**src/rtl/match_pkg.sv**
```systemverilog
// match_pkg: shared definitions for the consecutive-match tool chain.
//   - run FSM state encoding (S_IDLE / S_RUN and the matching enum)
//   - default widths for run-length entries and the completed-run total
package match_pkg;

  localparam logic S_IDLE = 1'b0;
  localparam logic S_RUN  = 1'b1;

  localparam int MATCH_CNT_W = 8;
  localparam int MATCH_TOT_W = 16;

  typedef enum logic {
    ST_IDLE = S_IDLE,
    ST_RUN  = S_RUN
  } run_state_e;

endpackage

```
**src/rtl/run_fifo.sv**
```systemverilog
// run_fifo: first-word-fall-through FIFO for completed run lengths.
// Ports:
//   clk      in   clock, rising edge
//   reset_n  in   asynchronous active-low reset (empties the FIFO)
//   push     in   write request; accepted when not full, or when full with a pop
//   din      in   DATA_W  entry to write
//   pop      in   read request; ignored while empty
//   dout     out  DATA_W  registered head entry (0 while empty)
//   empty    out  no entries stored
//   full     out  DEPTH entries stored
// Pointers carry one extra wrap bit so full/empty come from an MSB compare.
module run_fifo #(
  parameter int DATA_W = 8,
  parameter int DEPTH  = 4
) (
  input  logic              clk,
  input  logic              reset_n,
  input  logic              push,
  input  logic [DATA_W-1:0] din,
  input  logic              pop,
  output logic [DATA_W-1:0] dout,
  output logic              empty,
  output logic              full
);

  localparam int AW = $clog2(DEPTH);

  logic [AW:0]       wr_ptr, rd_ptr;
  logic [AW:0]       wr_ptr_d, rd_ptr_d;
  logic [DATA_W-1:0] mem [DEPTH];
  logic [DATA_W-1:0] head_q, head_d;
  logic              pop_eff, push_eff, empty_d;

  assign empty = (wr_ptr == rd_ptr);
  assign full  = (wr_ptr[AW] != rd_ptr[AW]) && (wr_ptr[AW-1:0] == rd_ptr[AW-1:0]);

  // A pop frees the slot the push lands in, so a full FIFO still accepts then.
  assign pop_eff  = pop && !empty;
  assign push_eff = push && (!full || pop_eff);

  assign wr_ptr_d = wr_ptr + (AW+1)'(push_eff);
  assign rd_ptr_d = rd_ptr + (AW+1)'(pop_eff);
  assign empty_d  = (wr_ptr_d == rd_ptr_d);

  // Head is registered: predict the entry at the next read index, taking the
  // word being written this edge when it lands exactly there.
  always_comb begin
    head_d = '0;
    if (!empty_d) begin
      if (push_eff && (rd_ptr_d[AW-1:0] == wr_ptr[AW-1:0])) begin
        head_d = din;
      end else begin
        head_d = mem[rd_ptr_d[AW-1:0]];
      end
    end
  end

  always_ff @(posedge clk or negedge reset_n) begin
    if (!reset_n) begin
      wr_ptr <= '0;
      rd_ptr <= '0;
      head_q <= '0;
    end else begin
      wr_ptr <= wr_ptr_d;
      rd_ptr <= rd_ptr_d;
      head_q <= head_d;
    end
  end

  // Storage is never read while empty, so it needs no reset.
  always_ff @(posedge clk) begin
    if (push_eff) begin
      mem[wr_ptr[AW-1:0]] <= din;
    end
  end

  assign dout = head_q;

endmodule

```
**src/rtl/match_run_logger.sv**
```systemverilog
// match_run_logger: measures every contiguous high run on match_in, queues
// the lengths for a valid/ready reader and keeps run statistics.
// Ports:
//   clk        in   clock, rising edge
//   reset_n    in   asynchronous active-low reset; discards a run in progress
//   match_in   in   match level from the detector
//   run_len    out  CNT_W  head-of-FIFO run length (valid with run_valid)
//   run_valid  out  FIFO not empty
//   run_ready  in   reader accepts head entry when high with run_valid
//   busy       out  a run is in progress
//   run_count  out  TOT_W  completed runs since reset, dropped ones included
//   overflow   out  sticky: a completed run was dropped on a full FIFO
module match_run_logger
  import match_pkg::*;
#(
  parameter int CNT_W = MATCH_CNT_W,
  parameter int DEPTH = 4,
  parameter int TOT_W = MATCH_TOT_W
) (
  input  logic             clk,
  input  logic             reset_n,
  input  logic             match_in,
  output logic [CNT_W-1:0] run_len,
  output logic             run_valid,
  input  logic             run_ready,
  output logic             busy,
  output logic [TOT_W-1:0] run_count,
  output logic             overflow
);

  run_state_e       state_q, state_d;
  logic [CNT_W-1:0] len_q;
  logic [TOT_W-1:0] run_count_q;
  logic             overflow_q;
  logic             complete, pop, fifo_empty, fifo_full, drop;

  // Length increment that sticks at the all-ones maximum.
  function automatic logic [CNT_W-1:0] sat_inc(input logic [CNT_W-1:0] v);
    if (&v) begin
      return v;
    end
    return v + CNT_W'(1);
  endfunction

  always_ff @(posedge clk or negedge reset_n) begin
    if (!reset_n) begin
      state_q <= ST_IDLE;
    end else begin
      state_q <= state_d;
    end
  end

  always_comb begin
    state_d = state_q;
    case (state_q)
      ST_IDLE: if (match_in)  state_d = ST_RUN;
      ST_RUN:  if (!match_in) state_d = ST_IDLE;
      default: state_d = ST_IDLE;
    endcase
  end

  always_comb begin
    busy     = 1'b0;
    complete = 1'b0;
    if (state_q == ST_RUN) begin
      busy     = 1'b1;
      complete = !match_in;
    end
  end

  always_ff @(posedge clk or negedge reset_n) begin
    if (!reset_n) begin
      len_q <= '0;
    end else if (complete) begin
      len_q <= '0;
    end else if (match_in) begin
      len_q <= (state_q == ST_IDLE) ? CNT_W'(1) : sat_inc(len_q);
    end
  end

  assign run_valid = !fifo_empty;
  assign pop       = run_valid && run_ready;
  // A full FIFO only loses the entry when no pop frees a slot on this edge.
  assign drop      = complete && fifo_full && !pop;

  run_fifo #(
    .DATA_W (CNT_W),
    .DEPTH  (DEPTH)
  ) u_fifo (
    .clk     (clk),
    .reset_n (reset_n),
    .push    (complete),
    .din     (len_q),
    .pop     (pop),
    .dout    (run_len),
    .empty   (fifo_empty),
    .full    (fifo_full)
  );

  always_ff @(posedge clk or negedge reset_n) begin
    if (!reset_n) begin
      run_count_q <= '0;
      overflow_q  <= 1'b0;
    end else begin
      if (complete) run_count_q <= run_count_q + TOT_W'(1);
      if (drop)     overflow_q  <= 1'b1;
    end
  end

  assign run_count = run_count_q;
  assign overflow  = overflow_q;

endmodule

```
**config.mk**
```make
export PLATFORM = sky130hd
export DESIGN_NAME = match_run_logger
export DESIGN_NICKNAME = d
export VERILOG_FILES = /design/src/rtl/match_pkg.sv /design/src/rtl/run_fifo.sv /design/src/rtl/match_run_logger.sv
export SDC_FILE = /design/constraint.sdc
export NUM_CORES = 1
export LEC_CHECK = 0
export BUFFER_PORTS_ARGS = -buffer_cell sky130_fd_sc_hd__buf_2
export CORE_ASPECT_RATIO = 0.7
export CORE_MARGIN = 5
export CORE_UTILIZATION = 50
export DETAILED_ROUTE_END_ITERATION = 16
export GPL_ROUTABILITY_DRIVEN = 1
export MAX_ROUTING_LAYER = met4
export PLACE_DENSITY = 0.69
export SLEW_MARGIN = 10
export SYNTH_ARGS = -nofsm -noshare
export SYNTH_HDL_FRONTEND = slang
export SYNTH_SLANG_ARGS = --single-unit
```
**constraint.sdc**
```tcl
create_clock -name clk -period 3.1 [get_ports clk]
set_input_delay 0.465 -clock clk [delete_from_list [all_inputs] [get_ports clk]]
set_output_delay 0.465 -clock clk [all_outputs]
set_load 0.02 [all_outputs]
```
==> run metrics, run 1 <==
required time worst endpoint=between 3 and 4 ns; Hold Path Class=in -> async; Synth Area in Simple Gates=11.20%; adder and majority gate portion of the synthesized area=2.367%; RSZ-0062 raised after global routing=false; # resized after CTS=0; die area=roughly 8100 um^2; die span in y=about 77 um; Net Count, Synth=between 200 and 250; placed cell areas=approximately 3400 um^2; max incr delay on CP=0.61 ns; max_slew headroom=41.77%; IR drop worst, VDD=between 0.0003 and 0.0004 V; Die W=roughly 110 um; largest family of logic cells by synthesized area=simple AND/OR/NAND/NOR gates; TritonCTS Sinks=slightly above 70; Setup-failing EPs final=0; via count=1939; first-pass detailed-route iteration total=4; DRC viols=0; Fin. Hold Viols=0; critical path cell sequence=xor2_1 > o41ai_4 > inv_1 > ha_1 > ha_1 > xor2_1 > xor2_1 > nor3_1 > buf_4 > a21oi_1; Final Max Tran Viols=0; period utilisation layout=roughly 90%; grt ovf=0; number of max-cap violations=0; arrival time worst endpoint=2.95 ns; GRT Util Overall=16.79%; crit start category=register; DR iter-0 viols=103; H-tree depth=3; share of cells above drive strength 1=23.91%; Root Buffer=clkbuf_8; fraction of synthesized cell area in xor and xnor cells=approximately 7.7%; HPWL after DPL=just over 4 mm; Top delay family on crit path=compound AO/OA/AOI/OAI gates; worst slew pin tran=slightly below 0.9 ns; clock period minus worst slack=2.725 ns; largest net degree at the start of global routing=41; initial core utilization=about 50%; placer congestion estimate=0.8870; Max Fclk=about 0.37 GHz; Pwr Density=956.2 nW/um^2; Lkg Pwr=approximately 1.5 nW; Num CTS Buffers=9; average cell area after synthesis=roughly 14 um^2; Seq/Total Area, Yosys=between 60% and 70%; Distinct cells, synth=39; Compound-Gate Fraction of Synth Area=around 6.2%; drt wl/cell=16.73 um; CTS Buffer Depth=2; ANT cells=0; final instance area=roughly 3600 um^2; initial antenna violation count=0; Clk Latency, worst-skew pair=~0.34 ns; Fin Clk Skew=roughly 0.0081 ns; Crit. End Element=register; P&R area growth vs syn=12.27%; outcome=complete, no violations; nets=roughly 280; Yosys reg bits=between 70 and 80; first-pass GRT wire length=between 10 and 15 mm; critical path peak fanout=11; critical path's slowest cell=o41ai_4; # port buffers=30; DP Cell Count=between 300 and 400; mux share of post-synthesis cell area=roughly 7.3%; WL final=5.923 mm; Ys Warns=0; core outline area=~6200 um^2; DRT antenna net count=0; Setup TNS=0 ns; crit path kind=reg -> reg; clk slew on worst S/H paths=~0.070 ns; # IOs=31; final cell count without fillers=around 350; row count=24; most frequent cell on the critical path=xor2_1; mapped cell area=around 3200 um^2; post-CTS repair timing setup buffer count=0; CTS tree=yes; vias in the first global route=1918; WP buf/inv=2; hold_buf cts=0; cells after synthesis=233; vias per std cell=5.477
## worst reg2reg max path, stage by stage (launching register included)
cell and delay, ns:
dfrtp_1 0.48, xor2_1 0.22, o41ai_4 0.61, inv_1 0.13, ha_1 0.21, ha_1 0.19
xor2_1 0.16, xor2_1 0.15, nor3_1 0.21, buf_4 0.19, a21oi_1 0.06
## cell type report
type                       instances  area [um^2]
clock inverter                     5        32.53
tap                               78        97.59
clock buffer                      11        141.4
multi-input combinational        146         1102
timing repair buffer              38        210.2
sequential                        72         1962
inverter                           4        15.01
fill                             535         2625
## cell usage in the layout (no fill, tap or decap), types with 9 or more instances in the layout
cell,n
clkbuf_8,10
edfxtp_1,32
xor2_1,15
buf_2,30
a21oi_1,10
dfrtp_1,40
nand2_1,15
xnor2_1,13
nor2_1,9
nand3_1,15
## synth_stat cells
cell      count  area (um^2)
dfrtp_1      40         1001
edfxtp_1     32        960.9
nand2_1      15        56.30
nand3_1      15        75.07
xor2_1       15        131.4
xnor2_1      13        113.9
a21oi_1      10        50.05
nor2_1        9        33.78
mux4_2        8        180.2
nand4_1       8        50.05
o21ai_1       8        40.04
ha_1          6        75.07
buf_6         5        56.30
nor3_1        5        25.02
o21ai_0       5        25.02
and3_1        4        25.02
inv_1         4        15.01
mux2i_1       4        40.04
buf_4         3        22.52
a21o_1        2        15.01
a31oi_1       2        12.51
and2_1        2        12.51
and4_1        2        17.52
a41o_1        1        10.01
and2b_4       1        10.01
and3_2        1        7.510
buf_2         1        5.000
clkbuf_1      1        3.750
clkbuf_2      1        5.000
mux2_2        1        11.26
nand2b_1      1        6.260
nand3_2       1        10.01
nor2b_1       1        6.260
nor3b_1       1        7.510
nor4_1        1        6.260
o211ai_1      1        7.510
o21bai_1      1        7.510
o41ai_4       1        27.53
or2_1         1        6.260
## path summary, 6_finish.rpt
kind	start	endpoint	slack, ns	cells after the start
worst min register to register	run_count[15]	run_count[15]	0.47	1
max in group asynchronous	reset_n	len_q[7]	2.32	1
worst max register to register	u_fifo.wr_ptr[1]	u_fifo.dout[0]	0.38	10
min in group clk	match_in	state_q	0.30	1
worst max-delay path	u_fifo.wr_ptr[1]	u_fifo.dout[0]	0.38	10
worst min-delay path	reset_n	u_fifo.rd_ptr[2]	0.23	1
## state kept, by name, summed over array words and instances (netlist names)
| name | count |
|---|---|
| state_q | 1 |
| u_fifo.mem | 32 |
| u_fifo.dout | 8 |
| len_q | 8 |
| u_fifo.wr_ptr | 3 |
| overflow | 1 |
| run_count | 16 |
| u_fifo.rd_ptr | 3 |
## per-stage QoR
stage	hold slack (ns)	utilization, %	setup slack [ns]	total power, mW
after floorplan	0.1694	-	0.3992	2.425
after global placement	0.4548	54.75	0.5104	2.742
after detailed placement	0.4544	54.75	0.3840	2.791
after CTS	0.2599	57.56	0.3541	3.441
after global routing	0.2904	57.56	0.1234	3.655
final	0.2313	57.56	0.3750	3.405
## report_power, final
part | total [mW] | switching (mW) | internal, mW | leakage [nW]
sequential | 1.35 | 0.148 | 1.20 | 0.798
clock | 0.642 | 0.333 | 0.309 | 0.0813
combinational | 1.41 | 0.810 | 0.601 | 0.612
total | 3.40 | 1.29 | 2.11 | 1.49
## cell families after synthesis
| kind of cell | after synthesis |
|---|---|
| compound gates | 31 |
| xor+xnor | 28 |
| fa+ha+maj | 6 |
| buf+inv | 15 |
| flops | 72 |
| mux | 13 |
| simple gates | 68 |
## layer usage
layer	GRT usage [%]	share of wire, %
met1	24.44	49
met2	22.22	44
met3	5.334	5.6
met4	5.364	1.4
met5	-	0
No activity file was read; power rests on OpenSTA's default activity.
==> run 2, diff against run 1 <==
Settings changed: CORE_UTILIZATION 50 to 30, PLACE_DENSITY 0.69 to not set.
==> run 2 against run 1 <==
Compared with the run above: flip-flop and latch count stayed put; cell count increased by 15%; count of clock-buffer cells in the layout shrank 1; non-clock buffer count stayed put; utilization fell by 21 points; combinational power barely moved; highest routed layer unchanged; maximum frequency down 4.1%; wire length is 8.8% higher; sequential share of layout area decreased by 2.9 points; hold slack improved by 0.056 ns.
==> run metrics, run 2 (synthesis results as in run 1) <==
final instance area=3761 um^2 (+5.6%); storage element area=1962 um^2 (unchanged); Hold Path Class=in -> async; max reg flops=32 (unchanged); Multi-input gate area=1102 um^2 (unchanged); initial antenna violation count=0 (unchanged); Layout fillers=985 (+84%); drt wl/cell=15.79 um (-5.6%); Clk Latency, worst-skew pair=0.33 ns (about the same); clock period minus worst slack=2.842 ns (+0.1167 ns); crit path kind=reg -> reg; H-tree depth=3 (unchanged); Final Max Tran Viols=0 (unchanged); number of max-cap violations=0 (unchanged); Fin. Hold Viols=0 (unchanged); # port buffers=30 (unchanged); initial core utilization=30.63% (-21 points); placed cell areas=3455 um^2 (+2.0%); Root Buffer=clkbuf_16; post-CTS repair timing setup buffer count=0 (unchanged); setup ws final=0.2583 ns (-0.1167 ns); vias per std cell=4.828 (-12%); core outline area=10360 um^2 (+67%); commonest non-fill, non-tap cells in the layout=dfrtp_1, edfxtp_1, buf_2; WL final=6.443 mm (+8.8%); GRT Util Overall=11.51% (-5.3 points); Crit. End Element=register; R2R depth=10 (unchanged); Post-Place Worst Slack=0.2833 ns (-0.1007 ns); P&R area growth vs syn=18.58%; ANT cells=0 (unchanged); nets=281 (unchanged); row count=31 (+29%); required time worst endpoint=3.31 ns (-0.02 ns); vias in the first global route=1981 (+3.3%); CTS tree=yes; most common cell after layout, fill and taps aside=dfrtp_1; via count=1970 (+1.6%); Lkg Pwr=1.555 nW (+4.3%); Fin Clk Skew=0.003521 ns (-0.004579 ns); placer congestion estimate=0.8040 (-9.4%); hold_buf cts=0 (unchanged); RSZ-0062 raised after global routing=false; Die W=132.9 um (+26%); IR drop worst, VDD=0.0003238 V (-17%); max_slew headroom=35.66% (-6.1 points); Setup-failing EPs final=0 (unchanged); HPWL after DPL=4.528 mm (+10%); die area=12760 um^2 (+58%); arrival time worst endpoint=3.05 ns (+0.10 ns); Setup TNS=0 ns (unchanged); first-pass detailed-route iteration total=4 (unchanged); Pwr Density=1013 nW/um^2 (+5.9%); # resized after CTS=0 (unchanged); critical path peak fanout=11 (unchanged); largest net degree at the start of global routing=41 (unchanged); # IOs=31 (unchanged); DRC viols=0 (unchanged); DR iter-0 viols=168 (+63%); worst slew pin tran=0.9651 ns (+0.09168 ns); TritonCTS Sinks=72 (unchanged); crit start category=register; final cell utilization of the core=36.32% (-21 points); clk slew on worst S/H paths=0.06 ns (about the same); outcome=complete, no violations; share of cells above drive strength 1=24.28% (+0.36 points); DRT antenna net count=0 (unchanged); CTS Buffer Depth=2 (unchanged); grt ovf=0 (unchanged); first-pass GRT wire length=10.67 mm (+4.5%); die span in y=96.03 um (+25%); period utilisation layout=91.67% (+3.8 points); Max Fclk=0.3519 GHz (-4.1%); Num CTS Buffers=9 (unchanged)
## run 2: cell types whose count changed in the layout (fill, tap and decap cells not counted)
cell        before  now
clkinv_4         0    1
clkinv_2         2    1
clkbuf_16        0    9
clkinvlp_4       3    2
clkbuf_8        10    1
clkbuf_1         1    0
inv_6            0    1
bufinv_16        0    1
## run 2: final timing paths
path / from / to / slack, ns
max in group asynchronous: reset_n / run_count[9] / 2.21
min in group clk: match_in / state_q / 0.32
hold reg to reg: overflow / overflow / 0.47
setup reg to reg: u_fifo.wr_ptr[1] / u_fifo.dout[4] / 0.26
hold / removal: reset_n / u_fifo.dout[3] / 0.29
setup / recovery: u_fifo.wr_ptr[1] / u_fifo.dout[4] / 0.26
## run 2: area by class of cell
class | instances | share of cell area, %
multi-input cells | 146 | 29.31
clock inverters | 6 | 1.796
repair buffers | 38 | 5.589
inverters | 4 | 0.3992
flip-flops and latches | 72 | 52.16
clock buffers | 10 | 6.354
well taps | 132 | 4.391
## run 2: per-layer routing
layer	global-route usage, %	part of all wire [%]	up-vias
li1	-	-	933
met1	15.97	51	973
met2	15.03	42	62
met3	5.329	6.9	2
met4	2.855	0.22	0
met5	-	0	-
## run 2: power by group
part | switching, mW | internal (mW)
clock network | 0.399 | 0.647
logic | 0.790 | 0.605
registers | 0.164 | 1.21
## run 2: per-stage QoR
step | hold WS, ns | cells | power (mW)
2_1_floorplan | 0.1694 | 233 | 2.425
3_3_place_gp | 0.4517 | 392 | 2.754
3_5_place_dp | 0.4534 | 392 | 2.785
4_1_cts | 0.2970 | 408 | 3.849
5_1_grt | 0.3007 | 408 | 4.053
6_report | 0.2873 | 408 | 3.810
## run 2: critical path, stage by stage, from the launching register on
cell     delay (ns)
dfrtp_1        0.49
xor2_1         0.24
o41ai_4        0.68
inv_1          0.14
ha_1           0.21
ha_1           0.19
xor2_1         0.22
xor2_1         0.10
nor3_1         0.20
buf_4          0.18
a21oi_1        0.06
